## src/rtl/connect_count_accumulator_pkg.sv

```systemverilog
// Shared definitions for the connect-count accumulator slice.
//   - Default widths for the tag, accumulator and result counters.
//   - RESULT_COUNT_WIDTH: width of the per-result component count (a term is 1<<count).
//   - cca_state_e: batch FSM encoding (CCA_IDLE / CCA_ACCUM / CCA_FULL).
// Optional feature macro used by the slice: CONNECT_ACCUM_OVERFLOW_DETECT_EN.
package connect_count_accumulator_pkg;

    localparam int EXTRA_DATA_WIDTH_DEF = 14;
    localparam int SUM_WIDTH_DEF        = 64;
    localparam int COUNT_WIDTH_DEF      = 32;
    localparam int RESULT_COUNT_WIDTH   = 6;

    typedef enum logic [1:0] {
        CCA_IDLE  = 2'd0,
        CCA_ACCUM = 2'd1,
        CCA_FULL  = 2'd2
    } cca_state_e;

endpackage

```

## src/rtl/connect_count_accumulator_if.sv

```systemverilog
// Bus bundle between the compute stream / host side and the accumulator.
//   start, expectedCount      : batch request (sampled only while idle)
//   busy                      : accumulator is collecting or holding a batch
//   done, resultCount,
//   extraDataIn               : one compute result per cycle when done is high
//   resultValid, resultAck    : batch total handshake toward the host
//   resultSum, resultChecksum,
//   resultsReceived           : batch total, XOR of tags, accepted result count
//   strayResult, overflow     : sticky status flags
// slave modport is the accumulator side, master the producer/consumer side.
interface connect_count_accumulator_if
    import connect_count_accumulator_pkg::*;
#(
    parameter int EXTRA_DATA_WIDTH = EXTRA_DATA_WIDTH_DEF,
    parameter int SUM_WIDTH        = SUM_WIDTH_DEF,
    parameter int COUNT_WIDTH      = COUNT_WIDTH_DEF
);
    logic                          start;
    logic [COUNT_WIDTH-1:0]        expectedCount;
    logic                          busy;
    logic                          done;
    logic [RESULT_COUNT_WIDTH-1:0] resultCount;
    logic [EXTRA_DATA_WIDTH-1:0]   extraDataIn;
    logic                          resultValid;
    logic                          resultAck;
    logic [SUM_WIDTH-1:0]          resultSum;
    logic [EXTRA_DATA_WIDTH-1:0]   resultChecksum;
    logic [COUNT_WIDTH-1:0]        resultsReceived;
    logic                          strayResult;
    logic                          overflow;

    modport slave (
        input  start, expectedCount, done, resultCount, extraDataIn, resultAck,
        output busy, resultValid, resultSum, resultChecksum, resultsReceived,
               strayResult, overflow
    );

    modport master (
        output start, expectedCount, done, resultCount, extraDataIn, resultAck,
        input  busy, resultValid, resultSum, resultChecksum, resultsReceived,
               strayResult, overflow
    );
endinterface

```

## src/rtl/connect_count_accumulator_pow2_term_adder.sv

```systemverilog
// pow2_term_adder: registers the decoded term 1<<n (input stage) and adds it
// to the running sum supplied by the caller (add stage, combinational here;
// the caller owns the sum register).
//   clk, rst  : clock, synchronous active-high reset
//   load_i    : capture a new term this cycle
//   n_i       : exponent of the term
//   sum_i     : current running sum
//   sum_o     : sum_i + registered term, modulo 2^SUM_WIDTH
//   carry_o   : carry out of the MSB (only when CONNECT_ACCUM_OVERFLOW_DETECT_EN)
module pow2_term_adder
    import connect_count_accumulator_pkg::*;
#(
    parameter int SUM_WIDTH = SUM_WIDTH_DEF
)(
    input  logic                          clk,
    input  logic                          rst,
    input  logic                          load_i,
    input  logic [RESULT_COUNT_WIDTH-1:0] n_i,
    input  logic [SUM_WIDTH-1:0]          sum_i,
    output logic [SUM_WIDTH-1:0]          sum_o
`ifdef CONNECT_ACCUM_OVERFLOW_DETECT_EN
    ,
    output logic                          carry_o
`endif
);
    localparam logic [SUM_WIDTH-1:0] TERM_ONE = {{(SUM_WIDTH-1){1'b0}}, 1'b1};

    logic [SUM_WIDTH-1:0] term_q;
    logic [SUM_WIDTH-1:0] term_d;

    // Term decode; holding the old term when idle keeps the adder input quiet.
    always_comb begin
        term_d = term_q;
        if (load_i) begin
            term_d = TERM_ONE << n_i;
        end else begin
            term_d = term_q;
        end
    end

    // Input-stage term register.
    always_ff @(posedge clk) begin
        if (rst) begin
            term_q <= {SUM_WIDTH{1'b0}};
        end else begin
            term_q <= term_d;
        end
    end

`ifdef CONNECT_ACCUM_OVERFLOW_DETECT_EN
    logic [SUM_WIDTH:0] wide_sum_s;

    // One extra bit exposes the carry out of the MSB.
    always_comb begin
        wide_sum_s = {1'b0, sum_i} + {1'b0, term_q};
        sum_o      = wide_sum_s[SUM_WIDTH-1:0];
        carry_o    = wide_sum_s[SUM_WIDTH];
    end
`else
    // Plain wrapping add.
    always_comb begin
        sum_o = sum_i + term_q;
    end
`endif

endmodule

```

## src/rtl/connect_count_accumulator.sv

```systemverilog
// connect_count_accumulator: sums 2^resultCount over a batch of compute
// results, XORs their tags into a checksum, and hands the total to the host
// with a valid/ack handshake.
//   clk, rst : clock, synchronous active-high reset (abandons any batch)
//   bus      : connect_count_accumulator_if.slave (see interface header)
// Pipeline: done/resultCount/extraDataIn are registered (S1), then added (S2),
// so a result at cycle N is visible in resultSum at N+2.
// A result counts only if the FSM was in ACCUM both when it entered S1 and
// while it sits in S1; anything else is dropped and raises strayResult. This
// makes done coincident with start stray, and drops results arriving after the
// batch filled.
// Optional feature: CONNECT_ACCUM_OVERFLOW_DETECT_EN enables the sticky
// overflow flag; otherwise overflow is tied low.
module connect_count_accumulator
    import connect_count_accumulator_pkg::*;
#(
    parameter int EXTRA_DATA_WIDTH = EXTRA_DATA_WIDTH_DEF,
    parameter int SUM_WIDTH        = SUM_WIDTH_DEF,
    parameter int COUNT_WIDTH      = COUNT_WIDTH_DEF
)(
    input logic                        clk,
    input logic                        rst,
    connect_count_accumulator_if.slave bus
);
    localparam logic [COUNT_WIDTH-1:0] COUNT_ONE  = {{(COUNT_WIDTH-1){1'b0}}, 1'b1};
    localparam logic [COUNT_WIDTH-1:0] COUNT_ZERO = {COUNT_WIDTH{1'b0}};

    cca_state_e                  state_q, state_d;
    logic                        s1_valid_q, s1_valid_d;
    logic                        s1_armed_q, s1_armed_d;
    logic [EXTRA_DATA_WIDTH-1:0] s1_tag_q, s1_tag_d;
    logic [COUNT_WIDTH-1:0]      expected_q, expected_d;
    logic [COUNT_WIDTH-1:0]      received_q, received_d;
    logic [COUNT_WIDTH-1:0]      received_inc_s;
    logic [SUM_WIDTH-1:0]        sum_q, sum_d;
    logic [SUM_WIDTH-1:0]        sum_add_s;
    logic [EXTRA_DATA_WIDTH-1:0] checksum_q, checksum_d;
    logic                        stray_q, stray_d;
    logic                        busy_q, busy_d;
    logic                        valid_q, valid_d;
    logic                        start_take_s;
    logic                        accept_s;
    logic                        stray_hit_s;
    logic                        last_s;
`ifdef CONNECT_ACCUM_OVERFLOW_DETECT_EN
    logic                        carry_s;
    logic                        overflow_q, overflow_d;
`endif

    pow2_term_adder #(
        .SUM_WIDTH (SUM_WIDTH)
    ) u_term_adder (
        .clk     (clk),
        .rst     (rst),
        .load_i  (bus.done),
        .n_i     (bus.resultCount),
        .sum_i   (sum_q),
        .sum_o   (sum_add_s)
`ifdef CONNECT_ACCUM_OVERFLOW_DETECT_EN
        ,
        .carry_o (carry_s)
`endif
    );

    // Qualifiers: which start is honoured, which S1 entry is accepted or stray.
    always_comb begin
        start_take_s = (state_q == CCA_IDLE) && bus.start;
        accept_s     = s1_valid_q && s1_armed_q && (state_q == CCA_ACCUM);
        stray_hit_s  = s1_valid_q && !accept_s;
        if (&received_q) begin
            received_inc_s = received_q;
        end else begin
            received_inc_s = received_q + COUNT_ONE;
        end
        last_s = accept_s && (received_inc_s == expected_q);
    end

    // Batch FSM next state.
    always_comb begin
        state_d = state_q;
        case (state_q)
            CCA_IDLE: begin
                if (bus.start) begin
                    if (bus.expectedCount == COUNT_ZERO) begin
                        state_d = CCA_FULL;
                    end else begin
                        state_d = CCA_ACCUM;
                    end
                end else begin
                    state_d = CCA_IDLE;
                end
            end
            CCA_ACCUM: begin
                if (last_s) begin
                    state_d = CCA_FULL;
                end else begin
                    state_d = CCA_ACCUM;
                end
            end
            CCA_FULL: begin
                if (bus.resultAck) begin
                    state_d = CCA_IDLE;
                end else begin
                    state_d = CCA_FULL;
                end
            end
            default: begin
                state_d = CCA_IDLE;
            end
        endcase
        busy_d  = (state_d != CCA_IDLE);
        valid_d = (state_d == CCA_FULL);
    end

    // Input stage capture: the armed bit remembers the state at capture time.
    always_comb begin
        s1_valid_d = bus.done;
        s1_armed_d = (state_q == CCA_ACCUM);
        if (bus.done) begin
            s1_tag_d = bus.extraDataIn;
        end else begin
            s1_tag_d = s1_tag_q;
        end
    end

    // Add stage and batch bookkeeping; start clears, accepted results accumulate.
    always_comb begin
        sum_d      = sum_q;
        checksum_d = checksum_q;
        received_d = received_q;
        expected_d = expected_q;
        if (start_take_s) begin
            sum_d      = {SUM_WIDTH{1'b0}};
            checksum_d = {EXTRA_DATA_WIDTH{1'b0}};
            received_d = COUNT_ZERO;
            expected_d = bus.expectedCount;
        end else if (accept_s) begin
            sum_d      = sum_add_s;
            checksum_d = checksum_q ^ s1_tag_q;
            received_d = received_inc_s;
        end else begin
            sum_d      = sum_q;
        end
        // A stray seen in the start cycle belongs to the new window, so set wins.
        stray_d = stray_q;
        if (stray_hit_s) begin
            stray_d = 1'b1;
        end else if (start_take_s) begin
            stray_d = 1'b0;
        end else begin
            stray_d = stray_q;
        end
    end

`ifdef CONNECT_ACCUM_OVERFLOW_DETECT_EN
    // Sticky overflow: any carry out while adding an accepted result.
    always_comb begin
        overflow_d = overflow_q;
        if (start_take_s) begin
            overflow_d = 1'b0;
        end else if (accept_s && carry_s) begin
            overflow_d = 1'b1;
        end else begin
            overflow_d = overflow_q;
        end
    end

    // Overflow flag register.
    always_ff @(posedge clk) begin
        if (rst) begin
            overflow_q <= 1'b0;
        end else begin
            overflow_q <= overflow_d;
        end
    end

    assign bus.overflow = overflow_q;
`else
    assign bus.overflow = 1'b0;
`endif

    // State, pipeline and result registers.
    always_ff @(posedge clk) begin
        if (rst) begin
            state_q    <= CCA_IDLE;
            s1_valid_q <= 1'b0;
            s1_armed_q <= 1'b0;
            s1_tag_q   <= {EXTRA_DATA_WIDTH{1'b0}};
            expected_q <= COUNT_ZERO;
            received_q <= COUNT_ZERO;
            sum_q      <= {SUM_WIDTH{1'b0}};
            checksum_q <= {EXTRA_DATA_WIDTH{1'b0}};
            stray_q    <= 1'b0;
            busy_q     <= 1'b0;
            valid_q    <= 1'b0;
        end else begin
            state_q    <= state_d;
            s1_valid_q <= s1_valid_d;
            s1_armed_q <= s1_armed_d;
            s1_tag_q   <= s1_tag_d;
            expected_q <= expected_d;
            received_q <= received_d;
            sum_q      <= sum_d;
            checksum_q <= checksum_d;
            stray_q    <= stray_d;
            busy_q     <= busy_d;
            valid_q    <= valid_d;
        end
    end

    assign bus.busy            = busy_q;
    assign bus.resultValid     = valid_q;
    assign bus.resultSum       = sum_q;
    assign bus.resultChecksum  = checksum_q;
    assign bus.resultsReceived = received_q;
    assign bus.strayResult     = stray_q;

endmodule

```

## src/flat_wrapper.sv

```systemverilog
// flat-port wrapper written by rule: the top's interface ports become plain ports
module connect_count_accumulator_flat import connect_count_accumulator_pkg::*;
#(
    parameter int EXTRA_DATA_WIDTH = EXTRA_DATA_WIDTH_DEF,
    parameter int SUM_WIDTH        = SUM_WIDTH_DEF,
    parameter int COUNT_WIDTH      = COUNT_WIDTH_DEF
)
  (clk, rst, bus_start, bus_expectedCount, bus_done, bus_resultCount, bus_extraDataIn, bus_resultAck, bus_busy, bus_resultValid, bus_resultSum, bus_resultChecksum, bus_resultsReceived, bus_strayResult, bus_overflow);
  connect_count_accumulator_if #(.EXTRA_DATA_WIDTH(EXTRA_DATA_WIDTH), .SUM_WIDTH(SUM_WIDTH), .COUNT_WIDTH(COUNT_WIDTH)) bus_i ();
  input logic clk;
  input logic rst;
  input wire logic [$bits(bus_i.start)-1:0] bus_start;
  input wire logic [$bits(bus_i.expectedCount)-1:0] bus_expectedCount;
  input wire logic [$bits(bus_i.done)-1:0] bus_done;
  input wire logic [$bits(bus_i.resultCount)-1:0] bus_resultCount;
  input wire logic [$bits(bus_i.extraDataIn)-1:0] bus_extraDataIn;
  input wire logic [$bits(bus_i.resultAck)-1:0] bus_resultAck;
  output wire logic [$bits(bus_i.busy)-1:0] bus_busy;
  output wire logic [$bits(bus_i.resultValid)-1:0] bus_resultValid;
  output wire logic [$bits(bus_i.resultSum)-1:0] bus_resultSum;
  output wire logic [$bits(bus_i.resultChecksum)-1:0] bus_resultChecksum;
  output wire logic [$bits(bus_i.resultsReceived)-1:0] bus_resultsReceived;
  output wire logic [$bits(bus_i.strayResult)-1:0] bus_strayResult;
  output wire logic [$bits(bus_i.overflow)-1:0] bus_overflow;
  assign bus_i.start = bus_start;
  assign bus_i.expectedCount = bus_expectedCount;
  assign bus_i.done = bus_done;
  assign bus_i.resultCount = bus_resultCount;
  assign bus_i.extraDataIn = bus_extraDataIn;
  assign bus_i.resultAck = bus_resultAck;
  assign bus_busy = bus_i.busy;
  assign bus_resultValid = bus_i.resultValid;
  assign bus_resultSum = bus_i.resultSum;
  assign bus_resultChecksum = bus_i.resultChecksum;
  assign bus_resultsReceived = bus_i.resultsReceived;
  assign bus_strayResult = bus_i.strayResult;
  assign bus_overflow = bus_i.overflow;
  connect_count_accumulator #(.EXTRA_DATA_WIDTH(EXTRA_DATA_WIDTH), .SUM_WIDTH(SUM_WIDTH), .COUNT_WIDTH(COUNT_WIDTH)) u_core (.clk(clk), .rst(rst), .bus(bus_i));
endmodule
```

## config.mk

```make
export PLATFORM = sky130hd
export DESIGN_NAME = connect_count_accumulator_flat
export DESIGN_NICKNAME = d
export VERILOG_FILES = /design/src/rtl/connect_count_accumulator_pkg.sv /design/src/rtl/connect_count_accumulator_if.sv /design/src/rtl/connect_count_accumulator_pow2_term_adder.sv /design/src/rtl/connect_count_accumulator.sv /design/src/flat_wrapper.sv
export SDC_FILE = /design/constraint.sdc
export NUM_CORES = 1
export LEC_CHECK = 0
export CAP_MARGIN = 20
export CORE_UTILIZATION = 60
export DETAILED_ROUTE_END_ITERATION = 12
export PLACE_DENSITY = 0.89
export SYNTH_ARGS = -nofsm -noshare
export SYNTH_HDL_FRONTEND = slang
export SYNTH_HIERARCHICAL = 1
export SYNTH_SLANG_ARGS = --single-unit
```

## constraint.sdc

```tcl
create_clock -name clk -period 8.7 [get_ports clk]
set_clock_uncertainty 0.2 [all_clocks]
set_input_delay 1.74 -clock clk [delete_from_list [all_inputs] [get_ports clk]]
set_output_delay 1.74 -clock clk [all_outputs]
set_load 0.02 [all_outputs]
```

# ---- Yosys cells after proc, flatten, opt, wreduce, memory -nomap -nowiden
# Cells that the tools add are included.
dict set report classes {
  n_addsub 2
  mul 0
  div_mod_pow 0
  order_cmp 0
  n_eq_ne 4
  shifts 1
  n_mux 8
  bitwise 1
  reduce_logical 12
}
# cell n
set ops {}
lappend ops {{$add 64x64->64} 1}
lappend ops {{$shl 1x6->64 const A} 1}
lappend ops {{$add 32x1->32 const B} 1}
lappend ops {{$eq 32x32->1} 1}
lappend ops {{$logic_not 32->1} 1}
lappend ops {{$mux 32} 1}
lappend ops {{$reduce_and 32->1} 1}
lappend ops {{$xor 14x14->14} 1}
lappend ops {{$mux 2} 4}
lappend ops {{$pmux 2 s3} 1}
lappend ops {{$logic_and 1x1->1} 5}
lappend ops {{$eq 2x2->1 const B} 2}
lappend ops {{$reduce_bool 2->1} 2}
lappend ops {{$eq 2x1->1 const B} 1}
lappend ops {{$logic_not 2->1} 1}
lappend ops {{$mux 1} 2}
lappend ops {{$reduce_or 2->1} 1}
lappend ops {{$logic_not 1->1} 1}
dict set report totals {
  regBits 227
  latchBits 0
  ram_bits 0
  mem_bits_ro 0
  in_bits 57
  output_inout_bits 114
  memories 0
}

# ---- Depth between registers and ports, before layout
dict set report logic_depth {
  ltp_word 7
  ltp_mapped 13
}

# ---- Modules after synthesis
# The synthesis kept the hierarchy.
# mod n_inst cells_per_inst area_each_um2 seq_area_each_um2
set modules_own_cells {}
lappend modules_own_cells {connect_count_accumulator 1 942 7490.9 3263.1}
lappend modules_own_cells {pow2_term_adder 1 856 6296.0 1281.2}

# ---- Worst setup path after synthesis
# Ideal clock, no wire load.
dict set report synth_path {
  kind {reg2reg}
  start {register u_core.sum_q[0] (netlist: u_core/bus.resultSum[0])}
  end {register u_core.sum_q[56] (netlist: u_core/bus.resultSum[56])}
  setup_time_ns 0.070
  arrival_ns 2.819
  t_required_ns 8.430
  setup_slack_ns 5.611
  stages_incl_launch_ff 14
  n_path_buf 0
  synth_period_minus_slack_ns 3.089
  cell_sequence {dfxtp_1 ha_1 fa_1 a21o_1 a221oi_2 o211ai_1 o21ai_1 o21ai_1 a21oi_1 nand2_1 a221oi_1 xnor2_1 nand2_1 a21oi_1}
}
dict set report synth_via {
  elab_chain_len 1
}
# element line_no
set synth_lines {}
lappend synth_lines {{start, declared} connect_count_accumulator.sv:35} ;# logic [SUM_WIDTH-1:0] sum_q, sum_d;
lappend synth_lines {{start signal, assigned} connect_count_accumulator.sv:191} ;# sum_q <= {SUM_WIDTH{1'b0}};
lappend synth_lines {{start signal, assigned} connect_count_accumulator.sv:203} ;# sum_q <= sum_d;
lappend synth_lines {{$add 64x64->64} connect_count_accumulator_pow2_term_adder.sv:62} ;# sum_o = sum_i + term_q;
lappend synth_lines {{net u_core.sum_add_s[56]} connect_count_accumulator.sv:36} ;# logic [SUM_WIDTH-1:0] sum_add_s;
# The timed path passes the listed nets, and every way through them passes these cells.
# A chain may end at the register's enable or synchronous reset.

# ---- Worst setup path after layout
dict set report layout_path {
  start {register u_core.sum_q[0] (netlist: u_core/bus.resultSum[0])}
  end {register u_core.sum_q[44] (netlist: u_core/bus.resultSum[44])}
}
# The elaborated chain is that of the path after synthesis.

==> metrics.txt <==
status finished, final reports clean; First-pass DRT Iterations 6; worst-margin pin slew 1.00 ns; Final Util 0.721; first-pass GRT wire length 62700 µm; hold buffers post-CTS 0; worst skew pair latency 0.55 ns; Slew HR 0.331; DRT Wirelength 39500 µm; CP Cell Sequence ha_1 > fa_1 > a21o_1 > a221oi_2 > a21oi_1 > o21ba_2 > o211ai_1 > a21oi_1 > nor2b_1 > o21ai_0 > xor2_1 > nand2_1 > a21oi_1; global router's overall resource usage 0.323; period utilisation layout 0.453; Worst Path Required 8.95 ns; Crit path top cell by count a21oi_1; share of cells above drive strength 1 0.0484; cells on worst reg2reg path 13; clock root buffer clkbuf_16; hold slack final 0.274 ns; largest net degree at the start of global routing 116; initial antenna violation count 0; number of CTS-inserted buffers 25; Startpoint Class flop; crit path kind reg -> reg; largest family of logic cells by synthesized area simple AND/OR/NAND/NOR gates; Leak Pwr 6.46 nW; Buffers on Ports 169; Max clock buf depth 3; dpl hpwl 27900 µm; async set-reset flop share out of synthesis 0; vias per cell 6.13; Crit Path Max Fanout 5; area leader, netlist dfxtp_1; highest clock rate 254 MHz; Gate Count Post-Synth 1798; Max Slew Vio Count 0; pre-CTS WS 3.87 ns; reg-to-reg slack, setup 4.76 ns; Post-Synth Simple-Gate Area 0.264; chip height 154 µm; critical path's slowest cell a221oi_2; HP Class reg -> reg; Resized Gates After CTS 0; Starting Density 0.611; crit path time final 3.94 ns; crit-path max cell delay 0.49 ns; CORE AREA 0.0226 mm²; Synth Area in Adders 0.0595; worst hold stages 2; Syn Nets 1920; final instance area 0.0163 mm²; Placement Cell Area 0.0154 mm²; ant diodes 0; FF-to-FF End u_core/bus.resultSum[44]; setup TNS 0 ns; # placed instances 2136; overall power 2.32 mW; VDD IR max 169 µV; synth top area cells dfxtp_1 33%, a21oi_1 9.1%, nand2_1 7.7%; vias in the first global route 12.5k; multiplexer share of the synthesized area 0.0124; #FFs+latches synth 227; Final ANT Viol Nets 0; Routed wire per std cell 18.1 µm; setup violators final 0; CTS sink cnt 227; CTS tree done; post-synthesis sequential area ratio 0.330; RSZ-0062 raised after global routing false; xor-xnor portion of the synthesized cell area 0.0864; Syn Area/Cell 7.67 µm²; initial DRC count 1229; Area Overhead vs Synth 18.1%; Nets 2003; grt total ovfl 0; num rows 55; GP Congestion 0.963; Yosys warning total 6; Fillers 1746; Top FF cell, synth dfxtp_1; Residual DRC 0; Max-Cap Viols 0; pwr dens 143 mW/mm²; H-tree depth 1; Post-synth EDFFs 0; Fin. Hold Viols 0; final worst setup slack 4.76 ns; Crit. End Element flop; post-synth top area share 0.330; Synth Area in Compound Gates 0.205; fin cells 2185; Die Wd 154 µm; count of cell types in the netlist 90; hold_sp u_core/bus.resultSum[42]; Setup Buffers After CTS 0; # IOs 171; Cell Area, Synth 0.0138 mm²; worst r2r src u_core/bus.resultSum[0]; hold worst-path end u_core/bus.resultSum[42]; CTS clock-pin slew for the worst setup and hold paths 0.06 ns; WP data arrival 4.18 ns; Synth top cells by count 283 x nand2_1, 252 x a21oi_1, 227 x dfxtp_1, 175 x nor2_1, 88 x clkbuf_1; full die area 0.0236 mm²; routed vias 13.4k; count leader, synth nand2_1
[critical path, delay by kind of cell (launching register included)]
family,cells,cell delay (ns)
AOI/OAI and AO/OA,8,2.11
adders and majority gates,2,0.64
and+or+nand+nor,2,0.42
DFF,1,0.33
xor gates and xnor gates,1,0.15
[state kept, by name, indices dropped and copies added (netlist names), 2 cells and up]
| register | cells |
|---|---|
| u_core/bus.resultSum | 64 |
| u_core/u_term_adder/term_q | 64 |
| u_core/bus.resultsReceived | 32 |
| u_core/expected_q | 32 |
| u_core/bus.resultChecksum | 14 |
| u_core/s1_tag_q | 14 |
| u_core/state_q | 2 |
[final cells by class]
class | instances | area (µm²) | share of cell area
clock buffers | 30 | 664 | 0.0408
clock inverters | 16 | 188 | 0.0115
inverters | 21 | 78.8 | 0.00484
multi-input cells | 1430 | 8670 | 0.533
flip-flops and latches | 227 | 4540 | 0.279
well taps | 285 | 357 | 0.0219
repair buffers | 176 | 1780 | 0.109
[placed cells by master, fill, tap and decap left out, types with 12 or more instances in the layout]
cell type and instances:
nand2_1 283, nor2b_1 80, o21ai_0 45, xor2_1 72, a31oi_1 17, o21bai_1 12, ha_1 64, a21o_1 50
clkbuf_16 25, nor2_1 175, inv_1 21, nor4_1 15, and3_1 18, mux2i_1 16, dfxtp_1 227, xnor2_1 64
nor3_1 31, a21oi_1 252, nand3_1 30, nand4_1 34, nand2b_1 13, clkdlybuf4s50_1 167
[cells by family (layout without fill, tap and decap cells)]
logic type | after synthesis | after routing
simple gates | 747 | 747
compound gates | 464 | 464
flops | 227 | 227
buf+inv | 141 | 243
xor+xnor | 136 | 136
fa+ha+maj | 65 | 65
mux | 17 | 17
other cells | 1 | 1
[worst max path at each step]
stage | start | end | slack (ns) | cells after the start
detailed placement | bus_start | u_core/bus.resultsReceived[13] | 3.87 | 5
CTS | bus_start | u_core/bus.resultsReceived[13] | 4.44 | 5
global route | u_core/bus.resultSum[0] | u_core/bus.resultSum[56] | 4.60 | 13
floorplan | u_core/bus.resultSum[0] | u_core/bus.resultSum[56] | 5.61 | 13
global placement | bus_start | u_core/bus.resultsReceived[2] | 3.97 | 5
finish | u_core/bus.resultSum[0] | u_core/bus.resultSum[44] | 4.76 | 13
[per-layer routing]
metal  global-route usage  vias up  part of all wire
li1                     -     6445                 -
met1                0.412     6274              0.42
met2                0.540      573              0.47
met3               0.0555      100             0.076
met4                0.133        0             0.039
met5                    0        -                 0
[report_power, final]
part           internal (mW)  switching [mW]
registers               1.06          0.0160
logic                 0.0600          0.0892
clock network          0.641           0.460
total                   1.76           0.565
Power figures use the tool's default switching activity.
